<file path="src/rtl/pa_fpu_pipe_ctrl_pkg.sv">
// rtl/pa_fpu_pipe_ctrl_pkg.sv - configuration defaults and helpers for the FPU pipe controller
package pa_fpu_pipe_ctrl_pkg;

    localparam int CFG_STAGES     = 3;
    localparam int CFG_SHORT_LAST = 1;
    localparam int CFG_ID_W       = 2;
    localparam int CFG_DENORM_CYC = 1;
    localparam int CNT_W          = 3;

    // Stages before the short-result stage forward every op; from there on
    // only extended ops keep travelling down the pipe.
    function automatic logic fwd_all(input int idx, input int short_last);
        return idx < short_last;
    endfunction

endpackage

</file>
<file path="src/rtl/gated_clk_cell.sv">
// rtl/gated_clk_cell.sv - glitch-free clock gate with global, module, local and scan enables
module gated_clk_cell (
    input  logic i_clk,
    input  logic i_global_en,
    input  logic i_module_en,
    input  logic i_local_en,
    input  logic i_scan_en,
    output logic o_clk
);

    logic w_en;
    logic r_en;

    assign w_en = (i_global_en && (i_module_en || i_local_en)) || i_scan_en;

    // Enable captured in the low phase so a gated pulse is never truncated.
    always_ff @(negedge i_clk) begin
        r_en <= w_en;
    end

    assign o_clk = i_clk & r_en;

endmodule

</file>
<file path="src/rtl/pa_fpu_pipe_ctrl_stage.sv">
// rtl/pa_fpu_pipe_ctrl_stage.sv - one execute-stage slice: valid, extended flag and its clock gate
module pa_fpu_pipe_stage (
    input  logic i_clk,
    input  logic i_rst_n,
    input  logic i_global_en,
    input  logic i_module_en,
    input  logic i_scan_en,
    input  logic i_prev_gate,
    input  logic i_offer,
    input  logic i_ext,
    input  logic i_stall,
    input  logic i_cancel,
    output logic o_vld,
    output logic o_ext
);

    logic w_gclk;
    logic r_vld;
    logic r_ext;

    gated_clk_cell u_icg (
        .i_clk       (i_clk),
        .i_global_en (i_global_en),
        .i_module_en (i_module_en),
        .i_local_en  (i_prev_gate || r_vld),
        .i_scan_en   (i_scan_en),
        .o_clk       (w_gclk)
    );

    // Cancel beats stall; a stalled stage keeps both valid and ext flag.
    always_ff @(posedge w_gclk or negedge i_rst_n) begin
        if (!i_rst_n) begin
            r_vld <= 1'b0;
            r_ext <= 1'b0;
        end else if (i_cancel) begin
            r_vld <= 1'b0;
        end else if (!i_stall) begin
            r_vld <= i_offer;
            r_ext <= i_ext;
        end
    end

    assign o_vld = r_vld;
    assign o_ext = r_ext;

endmodule

</file>
<file path="src/rtl/pa_fpu_pipe_ctrl.sv">
// rtl/pa_fpu_pipe_ctrl.sv - FPU execute pipe control: EX1 denormal sequencer and EX2+ valid chain
module pa_fpu_pipe_ctrl
    import pa_fpu_pipe_ctrl_pkg::*;
#(
    parameter int STAGES     = CFG_STAGES,
    parameter int SHORT_LAST = CFG_SHORT_LAST,
    parameter int ID_W       = CFG_ID_W,
    parameter int DENORM_CYC = CFG_DENORM_CYC
) (
    input  logic              forever_cpuclk,
    input  logic              cpurst_b,
    input  logic              cp0_yy_clk_en,
    input  logic              cp0_fpu_icg_en,
    input  logic              pad_yy_icg_scan_en,
    input  logic              ex1_sel,
    input  logic              ex1_sel_gate,
    input  logic [ID_W-1:0]   ex1_denorm_id,
    input  logic              ex1_ext,
    input  logic              ex1_cancel,
    input  logic              ex1_stall,
    input  logic [STAGES-1:0] stage_stall,
    input  logic [STAGES-1:0] stage_cancel,
    input  logic [STAGES-1:0] stage_early,
    output logic              ex1_cmplt,
    output logic              denorm_stall,
    output logic              id_reg_set,
    output logic [STAGES-1:0] stage_vld,
    output logic [STAGES-1:0] pipe_down,
    output logic              result_vld,
    output logic              long_result_vld
);

    localparam logic [CNT_W-1:0] DENORM_CNT_INIT = CNT_W'(DENORM_CYC - 1);

    logic [ID_W-1:0]   r_id;
    logic [CNT_W-1:0]  r_cnt;
    logic              w_busy;
    logic              w_id_nz;
    logic              w_cnt_z;
    logic              w_den_gclk;
    logic [STAGES-1:0] w_vld;
    logic [STAGES-1:0] w_ext;
    logic [STAGES-1:0] w_offer;
    logic [STAGES-1:0] w_in_ext;
    logic [STAGES-1:0] w_prev_gate;
    logic [STAGES-2:0] w_fwd;
    logic              w_unused;

    assign w_busy  = |r_id;
    assign w_id_nz = |ex1_denorm_id;
    assign w_cnt_z = (r_cnt == '0);

    assign denorm_stall = ex1_sel && (w_busy ? !w_cnt_z : w_id_nz);
    assign ex1_cmplt    = ex1_sel && (w_busy ? w_cnt_z : !w_id_nz);
    assign id_reg_set   = w_busy;

    gated_clk_cell u_den_icg (
        .i_clk       (forever_cpuclk),
        .i_global_en (cp0_yy_clk_en),
        .i_module_en (cp0_fpu_icg_en),
        .i_local_en  ((ex1_sel_gate && w_id_nz) || w_busy),
        .i_scan_en   (pad_yy_icg_scan_en),
        .o_clk       (w_den_gclk)
    );

    // The first stall cycle is the idle cycle that loads the counter, so it
    // starts at DENORM_CYC-1 and completion lands on the cycle it reads zero.
    always_ff @(posedge w_den_gclk or negedge cpurst_b) begin
        if (!cpurst_b) begin
            r_id  <= '0;
            r_cnt <= '0;
        end else if (ex1_cancel || (w_busy && (!ex1_sel || w_cnt_z))) begin
            r_id  <= '0;
            r_cnt <= '0;
        end else if (w_busy) begin
            r_cnt <= r_cnt - 1'b1;
        end else if (ex1_sel && w_id_nz) begin
            r_id  <= ex1_denorm_id;
            r_cnt <= DENORM_CNT_INIT;
        end
    end

    genvar gi;
    for (gi = 0; gi < STAGES; gi++) begin : g_stage
        if (gi == 0) begin : g_first
            assign w_offer[gi]     = ex1_cmplt && !ex1_cancel && !ex1_stall;
            assign w_in_ext[gi]    = ex1_ext;
            assign w_prev_gate[gi] = ex1_sel_gate;
            assign pipe_down[gi]   = ex1_sel && !stage_stall[gi];
        end else begin : g_rest
            assign w_offer[gi]     = w_vld[gi-1] && !stage_cancel[gi-1] && !stage_early[gi-1]
                                     && !stage_stall[gi-1] && w_fwd[gi-1];
            assign w_in_ext[gi]    = w_ext[gi-1];
            assign w_prev_gate[gi] = w_vld[gi-1];
            assign pipe_down[gi]   = w_vld[gi-1] && !stage_stall[gi] && !stage_early[gi-1]
                                     && w_fwd[gi-1];
        end

        if (gi < STAGES - 1) begin : g_fwd
            assign w_fwd[gi] = fwd_all(gi, SHORT_LAST) || w_ext[gi];
        end

        pa_fpu_pipe_stage u_stage (
            .i_clk       (forever_cpuclk),
            .i_rst_n     (cpurst_b),
            .i_global_en (cp0_yy_clk_en),
            .i_module_en (cp0_fpu_icg_en),
            .i_scan_en   (pad_yy_icg_scan_en),
            .i_prev_gate (w_prev_gate[gi]),
            .i_offer     (w_offer[gi]),
            .i_ext       (w_in_ext[gi]),
            .i_stall     (stage_stall[gi]),
            .i_cancel    (stage_cancel[gi]),
            .o_vld       (w_vld[gi]),
            .o_ext       (w_ext[gi])
        );
    end

    // The last stage has no downstream, so its early-completion bit is moot.
    assign w_unused = stage_early[STAGES-1];

    assign stage_vld       = w_vld;
    assign result_vld      = w_vld[SHORT_LAST] && !w_ext[SHORT_LAST];
    assign long_result_vld = w_vld[STAGES-1] && w_ext[STAGES-1];

endmodule

</file>
<file path="config.mk">
export PLATFORM = sky130hd
export DESIGN_NAME = pa_fpu_pipe_ctrl
export DESIGN_NICKNAME = d
export VERILOG_FILES = /design/src/rtl/pa_fpu_pipe_ctrl_pkg.sv /design/src/rtl/gated_clk_cell.sv /design/src/rtl/pa_fpu_pipe_ctrl_stage.sv /design/src/rtl/pa_fpu_pipe_ctrl.sv
export SDC_FILE = /design/constraint.sdc
export NUM_CORES = 1
export LEC_CHECK = 0
export CAP_MARGIN = 20
export CORE_MARGIN = 10
export CORE_UTILIZATION = 42
export DETAILED_ROUTE_END_ITERATION = 8
export HOLD_SLACK_MARGIN = 0.08
export PLACE_DENSITY_LB_ADDON = 0.3
export SYNTH_ARGS = -nofsm -noshare
export SYNTH_HDL_FRONTEND = slang
export SYNTH_HIERARCHICAL = 1
export SYNTH_SLANG_ARGS = --single-unit
</file>
<file path="constraint.sdc">
create_clock -name forever_cpuclk -period 1.7 [get_ports forever_cpuclk]
set_clock_uncertainty 0.15 [all_clocks]
set_input_delay 0.34 -clock forever_cpuclk [delete_from_list [all_inputs] [get_ports forever_cpuclk]]
set_output_delay 0.34 -clock forever_cpuclk [all_outputs]
set_load 0.01 [all_outputs]
</file>
# Word-level counts from Yosys, hierarchy flattened
# Cells that the tools add are included.
totals:
  reg_bits: 15
  output_inout_bits: 11
classes:
  reduce_logical: 62
  bitwise: 10
  eq_ne: 4
  addsub: 1
  n_mux: 14
ops:
  columns: ["cell", "count"]
  rows:
  - ["1-bit logical AND", 26]
  - ["1-bit logical OR", 14]
  - ["1-bit logical NOT", 13]
  - ["3-bit 2-to-1 mux", 3]
  - ["1-bit 2-to-1 mux", 8]
  - ["2-bit by 1-bit != test with 1-bit output, second input constant", 4]
  - ["2-bit AND reduction", 4]
  - ["2-bit 2-to-1 mux", 3]
  - ["1-bit inverter", 6]
  - ["1-bit bitwise AND", 4]
  - ["2-bit OR reduction", 2]
  - ["3-bit logical NOT", 1]
  - ["3-bit nonzero test", 1]
  - ["3-bit by 1-bit subtractor with 3-bit output, second input constant", 1]
  - ["2-bit nonzero test", 1]

# Depth between registers and ports, before layout
# Gate-level depths: netlist of run 1.
logic_depth:
  word_depth: 8
  mapped_depth: 7
  depth_no_buf: 7

# By module
# The synthesis of run 1 kept the hierarchy.
by_module_without_submodules:
  columns: ["module", "area_each_um2", "n_inst", "cells_per_inst"]
  rows:
  - ["pa_fpu_pipe_ctrl", 384.1, 1, 41]
  - ["pa_fpu_pipe_stage", 85.1, 3, 7]
  - ["gated_clk_cell", 41.3, 4, 5]

==> flow_metrics.env, run 1 <==
export IMPL_place_inst=156
export IMPL_cts_tree="done"
export IMPL_cap_violations=0
export IMPL_overflow=0
export IMPL_post_drt_via_cell_ratio=5.88
export IMPL_final_cell_count_no_fill=197
export IMPL_ff2ff_setup_slack_ns=-0.69
export IMPL_reg2regPathDepth=6
export IMPL_start_kind="flip-flop"
export IMPL_synth_cell_types=25
export IMPL_hp_class="in2reg"
export IMPL_drive_gt1_share_pct=56.2
export IMPL_antenna_found_initial=3
export IMPL_synthCells=82
export IMPL_hold_viol=0
export IMPL_wl_mm=5.12
export IMPL_place_gp_congestion=0.755
export IMPL_track_usage_pct=20.9
export IMPL_grt_pass1_wl_mm=6.13
export IMPL_finish_net_count=193
export IMPL_crit_required_ns=1.21
export IMPL_clkLatencyLatePin_ns=0.70
export IMPL_start_util_pct=45.6
export IMPL_met1_length_mm=1.75
export IMPL_final_common_cell="buf_4"
export IMPL_crit_arrival_ns=2.01
export IMPL_ir_drop_mv=0.721
export IMPL_tightest_slew_ns=0.560
export IMPL_p_leak_uw=0.000840
export IMPL_seq_area_um2=360
export IMPL_dieArea_um2=4070
export IMPL_r2r_start="r_id[1]"
export IMPL_maxSlewViolCount=0
export IMPL_syn_area_um2=805
export IMPL_top_layer="met4"
export IMPL_status="finished, violations left"
export IMPL_tns_ns=-6.81
export IMPL_route_detailed_drc=0
export IMPL_yosysTopAreaCellShare_pct=34.2
export IMPL_layout_common_cells="buf_4, clkbuf_4, clkdlybuf4s50_1"
export IMPL_grt_max_degree=12
export IMPL_die_y_um=63.8
export IMPL_hp_start="ex1_sel"
export IMPL_grt_pass1_vias=1244
export IMPL_min_to="r_cnt[1]"
export IMPL_synth_top_cells_by_area="dfrtp_1, dfxtp_1, nand2b_1"
export IMPL_core_area_um2=1760
export IMPL_slew_headroom_pct=62.1
export IMPL_fin_crit_ns=2.50
export IMPL_ant_nets=0
export IMPL_dr_wl_met3_um=782
export IMPL_grt_setup_unrepaired="true"
export IMPL_ios=32
export IMPL_fmax_mhz=400
export IMPL_crit_start="r_id[1]"
export IMPL_syn_area_per_cell_um2=9.81
export IMPL_fillers=45
export IMPL_cp_max_fo=3
export IMPL_rr_endpoint="u_den_icg/r_en"
export IMPL_ys_warn_count=6
export IMPL_row_count=15
export IMPL_fin_crit_sh_pct=147
export IMPL_p_total_uw=1410
export IMPL_worst_slack_ns=-0.802
export IMPL_synth_top_cell_by_area="dfrtp_1"
export IMPL_synth_seq_area_share_pct=44.2
export IMPL_areaGrowthSynthToFinish_pct=109
export IMPL_clkTransAtPathRegs_ns=0.06
export IMPL_violations="negative setup slack"
export IMPL_power_density_nw_per_um2=839
export IMPL_path_class="reg2out"
export IMPL_met2_length_mm=2.18
export IMPL_hpwl_mm=1.95
export IMPL_multi_input_area_um2=513
export IMPL_hold_depth=4
export IMPL_fin_hold_ws_ns=0.117
export IMPL_drtIter0Drc=126
export IMPL_vias=1159
export IMPL_place_ws_ns=-0.811
export IMPL_first_pass_iters=6
export IMPL_ys_ff_latch=15
export IMPL_setup_violations=22
export IMPL_synth_nets=105
export IMPL_wire_per_inst_um=26.0
export IMPL_crit_path_end_kind="output pin"
export IMPL_die_w_um=63.8
export IMPL_io_buffers=30
logic make-up (layout without fill, tap and decap cells):
group / Yosys count / in the layout / synth area share [%]
AO/OA/AOI/OAI: 12 / 12 / 10.6
adder cells (fa/ha/maj): 2 / 2 / 3.11
buffers and inverters: 7 / 94 / 3.27
flip-flops: 15 / 15 / 44.2
multiplexers: 7 / 7 / 9.80
other: 0 / 3 / 0
AND/OR/NAND/NOR: 39 / 39 / 29.1
critical path, stage by stage, from the launching register on:
cell and delay [ns]:
dfrtp_1 0.44, nor2_4 0.18, inv_2 0.08, mux2_4 0.32, nor2b_1 0.13, buf_2 0.15
worst max path at each step:
stage                                end  cells past startpoint
after detailed placement  u_den_icg/r_en                      5
final                          ex1_cmplt                      5
after floorplan           u_den_icg/r_en                      5
after CTS                   denorm_stall                      6
after global placement    u_den_icg/r_en                      5
after global routing           ex1_cmplt                      5
metrics by stage:
| stage | util, % | instance area [µm²] |
|---|---|---|
| global route | 95.0 | 1680 |
| detailed placement | 72.9 | 1290 |
| floorplan | - | 812 |
| global placement | 72.9 | 1290 |
| CTS | 91.4 | 1610 |
| finish | 95.4 | 1680 |
flip-flops by register name, summed over array words and instances (netlist names):
signal and count:
g_stage.u_stage/o_ext 3, g_stage.u_stage/o_vld 3, g_stage.u_stage/u_icg/r_en 3, r_cnt 3
r_id 2, u_den_icg/r_en 1
synthesized netlist by cell type:
library cell,n
nand2b_1,8
mux2_4,1
nor2_1,10
a21o_1,4
ha_1,2
nor3_1,2
dfxtp_1,4
mux2_1,3
or2_2,3
nor3_2,1
nor4b_1,2
inv_2,1
nand3b_1,1
a22oi_1,2
nor2_4,1
nor2b_1,3
mux2i_1,3
or3b_1,1
or2_1,1
dfrtp_1,11
o21ai_1,4
inv_1,6
a211oi_1,1
and2_1,6
a211oi_2,1
routing by layer:
| layer | track usage (%) | vias to the layer above |
|---|---|---|
| met3 | 13.6 | 53 |
| met4 | 23.5 | 0 |
| met1 | 19.2 | 514 |
| li1 | - | 452 |
| met2 | 29.1 | 140 |
| met5 | 0 | - |
cell type report:
cell class	count	share of cell area, %
clock inverter	4	0.892
sequential	15	21.4
clock buffer	22	9.59
inverter	3	0.669
tap	25	1.86
antenna	3	0.446
timing repair buffer	65	34.6
multi-input combinational	60	30.5
power breakdown:
part | switching [µW] | leakage, µW | internal [µW]
sequential | 26.8 | 0.000179 | 305
clock | 354 | 0.000130 | 510
combinational | 96.3 | 0.000531 | 119
repair_timing:
| item | in CTS | in global routing |
|---|---|---|
| pin swaps | 3 | 2 |
| hold endpoints to repair | 11 | 0 |
| setup endpoints to repair | 20 | 22 |
| hold buffers | 1 | 0 |
| setup buffers | 12 | 8 |
| gates resized for setup | 71 | 15 |
Power figures use the tool's default switching activity.
==> run 2, diff against run 1 <==
--- a/config.mk
+++ b/config.mk
@@ -11,6 +11,7 @@
 export DETAILED_ROUTE_END_ITERATION = 8
 export HOLD_SLACK_MARGIN = 0.08
 export PLACE_DENSITY_LB_ADDON = 0.3
+export SLEW_MARGIN = 30
 export SYNTH_ARGS = -nofsm -noshare
 export SYNTH_HDL_FRONTEND = slang
 export SYNTH_HIERARCHICAL = 1
==> results of run 2 <==
The final DEF is identical to that of run 1; final timing and power are the same.
==> run 3, diff against run 2 <==
--- a/config.mk
+++ b/config.mk
@@ -5,9 +5,9 @@
 export SDC_FILE = /design/constraint.sdc
 export NUM_CORES = 1
 export LEC_CHECK = 0
-export CAP_MARGIN = 20
+export CAP_MARGIN = 40
 export CORE_MARGIN = 10
-export CORE_UTILIZATION = 42
+export CORE_UTILIZATION = 45
 export DETAILED_ROUTE_END_ITERATION = 8
 export HOLD_SLACK_MARGIN = 0.08
 export PLACE_DENSITY_LB_ADDON = 0.3
==> constraint.sdc (replaced) <==
create_clock -name forever_cpuclk -period 2.97 [get_ports forever_cpuclk]
set_clock_uncertainty 0.15 [all_clocks]
set_input_delay 0.594 -clock forever_cpuclk [delete_from_list [all_inputs] [get_ports forever_cpuclk]]
set_output_delay 0.594 -clock forever_cpuclk [all_outputs]
set_load 0.01 [all_outputs]
==> run 3 against run 2 <==
  * The run now ends clean
  * Sequential share of layout area increased by 5.2 points
  * Utilization shrank 17 points
  * Register-to-register slack better by 0.85 ns
  * Worst hold slack improved by 0.051 ns
  * First-iteration DRC count down 85%
  * Power shrank 50%
  * Critical path depth rose by 1
  * Non-clock buffer count shrank 31
  * Sequential power shrank 45%
  * Design area shrank 21%
  * Cell count down 17%
  * Routed wire length down 51%
==> flow_metrics.env, run 3 (synthesis results as in run 1) <==
export IMPL_post_drt_via_cell_ratio=5.11
export IMPL_die_w_um=62.3
export IMPL_fin_crit_sh_pct=96.8
export IMPL_vias=833
export IMPL_grt_max_degree=12
export IMPL_io_buffers=30
export IMPL_tns_ns=0
export IMPL_fillers=115
export IMPL_ant_nets=0
export IMPL_place_gp_congestion=0.854
export IMPL_drive_gt1_share_pct=25.4
export IMPL_finish_net_count=162
export IMPL_first_pass_iters=4
export IMPL_ios=32
export IMPL_hold_viol=0
export IMPL_final_common_cell="clkdlybuf4s50_1"
export IMPL_clkTransAtPathRegs_ns=0.04
export IMPL_multi_input_area_um2=433
export IMPL_p_leak_uw=0.000640
export IMPL_grt_setup_unrepaired="false"
export IMPL_crit_path_end_kind="output pin"
export IMPL_wire_per_inst_um=15.4
export IMPL_crit_arrival_ns=2.13
export IMPL_ff2ff_setup_slack_ns=0.16
export IMPL_final_cell_count_no_fill=163
export IMPL_core_area_um2=1710
export IMPL_start_util_pct=47.1
export IMPL_tightest_slew_ns=0.521
export IMPL_fin_crit_ns=2.87
export IMPL_overflow=0
export IMPL_die_y_um=62.3
export IMPL_row_count=15
export IMPL_dieArea_um2=3880
export IMPL_drtIter0Drc=19
export IMPL_start_kind="input port"
export IMPL_crit_start="ex1_denorm_id[0]"
export IMPL_path_class="in2out"
export IMPL_grt_pass1_vias=993
export IMPL_crit_required_ns=2.23
export IMPL_layout_common_cells="clkdlybuf4s50_1, clkbuf_4, dfrtp_1"
export IMPL_antenna_found_initial=0
export IMPL_hpwl_mm=1.68
export IMPL_route_detailed_drc=0
export IMPL_r2r_start="r_id[1]"
export IMPL_ctsHoldBuffers=0
export IMPL_fmax_mhz=348
export IMPL_cp_max_fo=3
export IMPL_track_usage_pct=16.5
export IMPL_cts_tree="done"
export IMPL_n_antenna_cell=0
export IMPL_maxSlewViolCount=0
export IMPL_setup_violations=0
export IMPL_clkLatencyLatePin_ns=0.62
export IMPL_ir_drop_mv=0.485
export IMPL_power_density_nw_per_um2=528
export IMPL_areaGrowthSynthToFinish_pct=65.9
export IMPL_slew_headroom_pct=65.2
export IMPL_seq_area_um2=355
export IMPL_hp_class="in2async"
export IMPL_fin_util_pct=78.2
export IMPL_grt_pass1_wl_mm=4.67
export IMPL_cap_violations=0
export IMPL_wl_mm=2.51
export IMPL_place_inst=139
export IMPL_status="finished clean"
run 3: cell count changes in the layout (fill, tap and decap cells not counted), moves of 4 or more:
cell             before  now
buf_2                 4    0
buf_4                27    4
buf_6                13    0
clkdlybuf4s50_1      18   28
dfxtp_1               0    4
dfxtp_2               4    0
o21ai_1               0    4
run 3: stage by stage:
| stage | hold slack (ns) | cell area (µm²) | setup slack [ns] | power (µW) |
|---|---|---|---|---|
| after detailed placement | 0.123 | 1150 | -0.428 | 318 |
| after global placement | 0.119 | 1150 | -0.387 | 314 |
| after CTS | 0.171 | 1310 | 0.0792 | 716 |
| final | 0.168 | 1340 | 0.0957 | 704 |
| after global routing | 0.159 | 1340 | 0.00118 | 773 |
| after floorplan | 0.118 | 805 | 0.0340 | 265 |
run 3: where the power goes:
group | internal [µW] | switching [µW] | leakage [µW]
logic | 48.0 | 33.6 | 0.000330
clock network | 289 | 150 | 0.000130
registers | 174 | 9.60 | 0.000180
total | 511 | 193 | 0.000640
run 3: worst paths after layout:
check                                        endpoint  depth (start not counted)
setup reg to reg                       u_den_icg/r_en                          5
hold reg to reg                              r_cnt[1]                          1
setup / recovery                         denorm_stall                          6
min in group gated                         clock gate                          0
max in group asynchronous    g_stage[1].u_stage/o_ext                          1
min in group forever_cpuclk                  r_cnt[1]                          1
max in group gated                         clock gate                          0
hold / removal                               r_cnt[2]                          1
run 3: worst max-delay path: stages:
cell and delay (ns):
clkdlybuf4s50_1 0.43, or2_1 0.25, buf_4 0.14, mux2_4 0.27, and2_1 0.15, dlygate4sd2_1 0.28
run 3: final cells by class:
type | instances | area share (%)
Sequential cell | 15 | 26.6
Tap cell | 25 | 2.34
Clock inverter | 4 | 1.12
Multi-Input combinational cell | 60 | 32.4
Timing Repair Buffer | 34 | 24.6
Clock buffer | 22 | 12.1
Inverter | 3 | 0.843
run 3: timing repair:
action / 4_1_cts / 5_1_grt
endpoints found under the setup margin: 2 / 2
resized for setup: 2 / 3
setup buffers: 0 / 2
pin swaps: 0 / 0
endpoints found under the hold margin: 0 / 0
run 3: metal layers:
layer / wire length, µm / global-route usage, % / up-vias / share of wire, %
met2: 1190 / 20.5 / 52 / 47
li1: - / - / 388 / -
met1: 1020 / 15.2 / 380 / 40
met3: 227 / 15.1 / 13 / 9.0
met5: 0 / 0 / - / 0
met4: 83 / 16.8 / 0 / 3.3
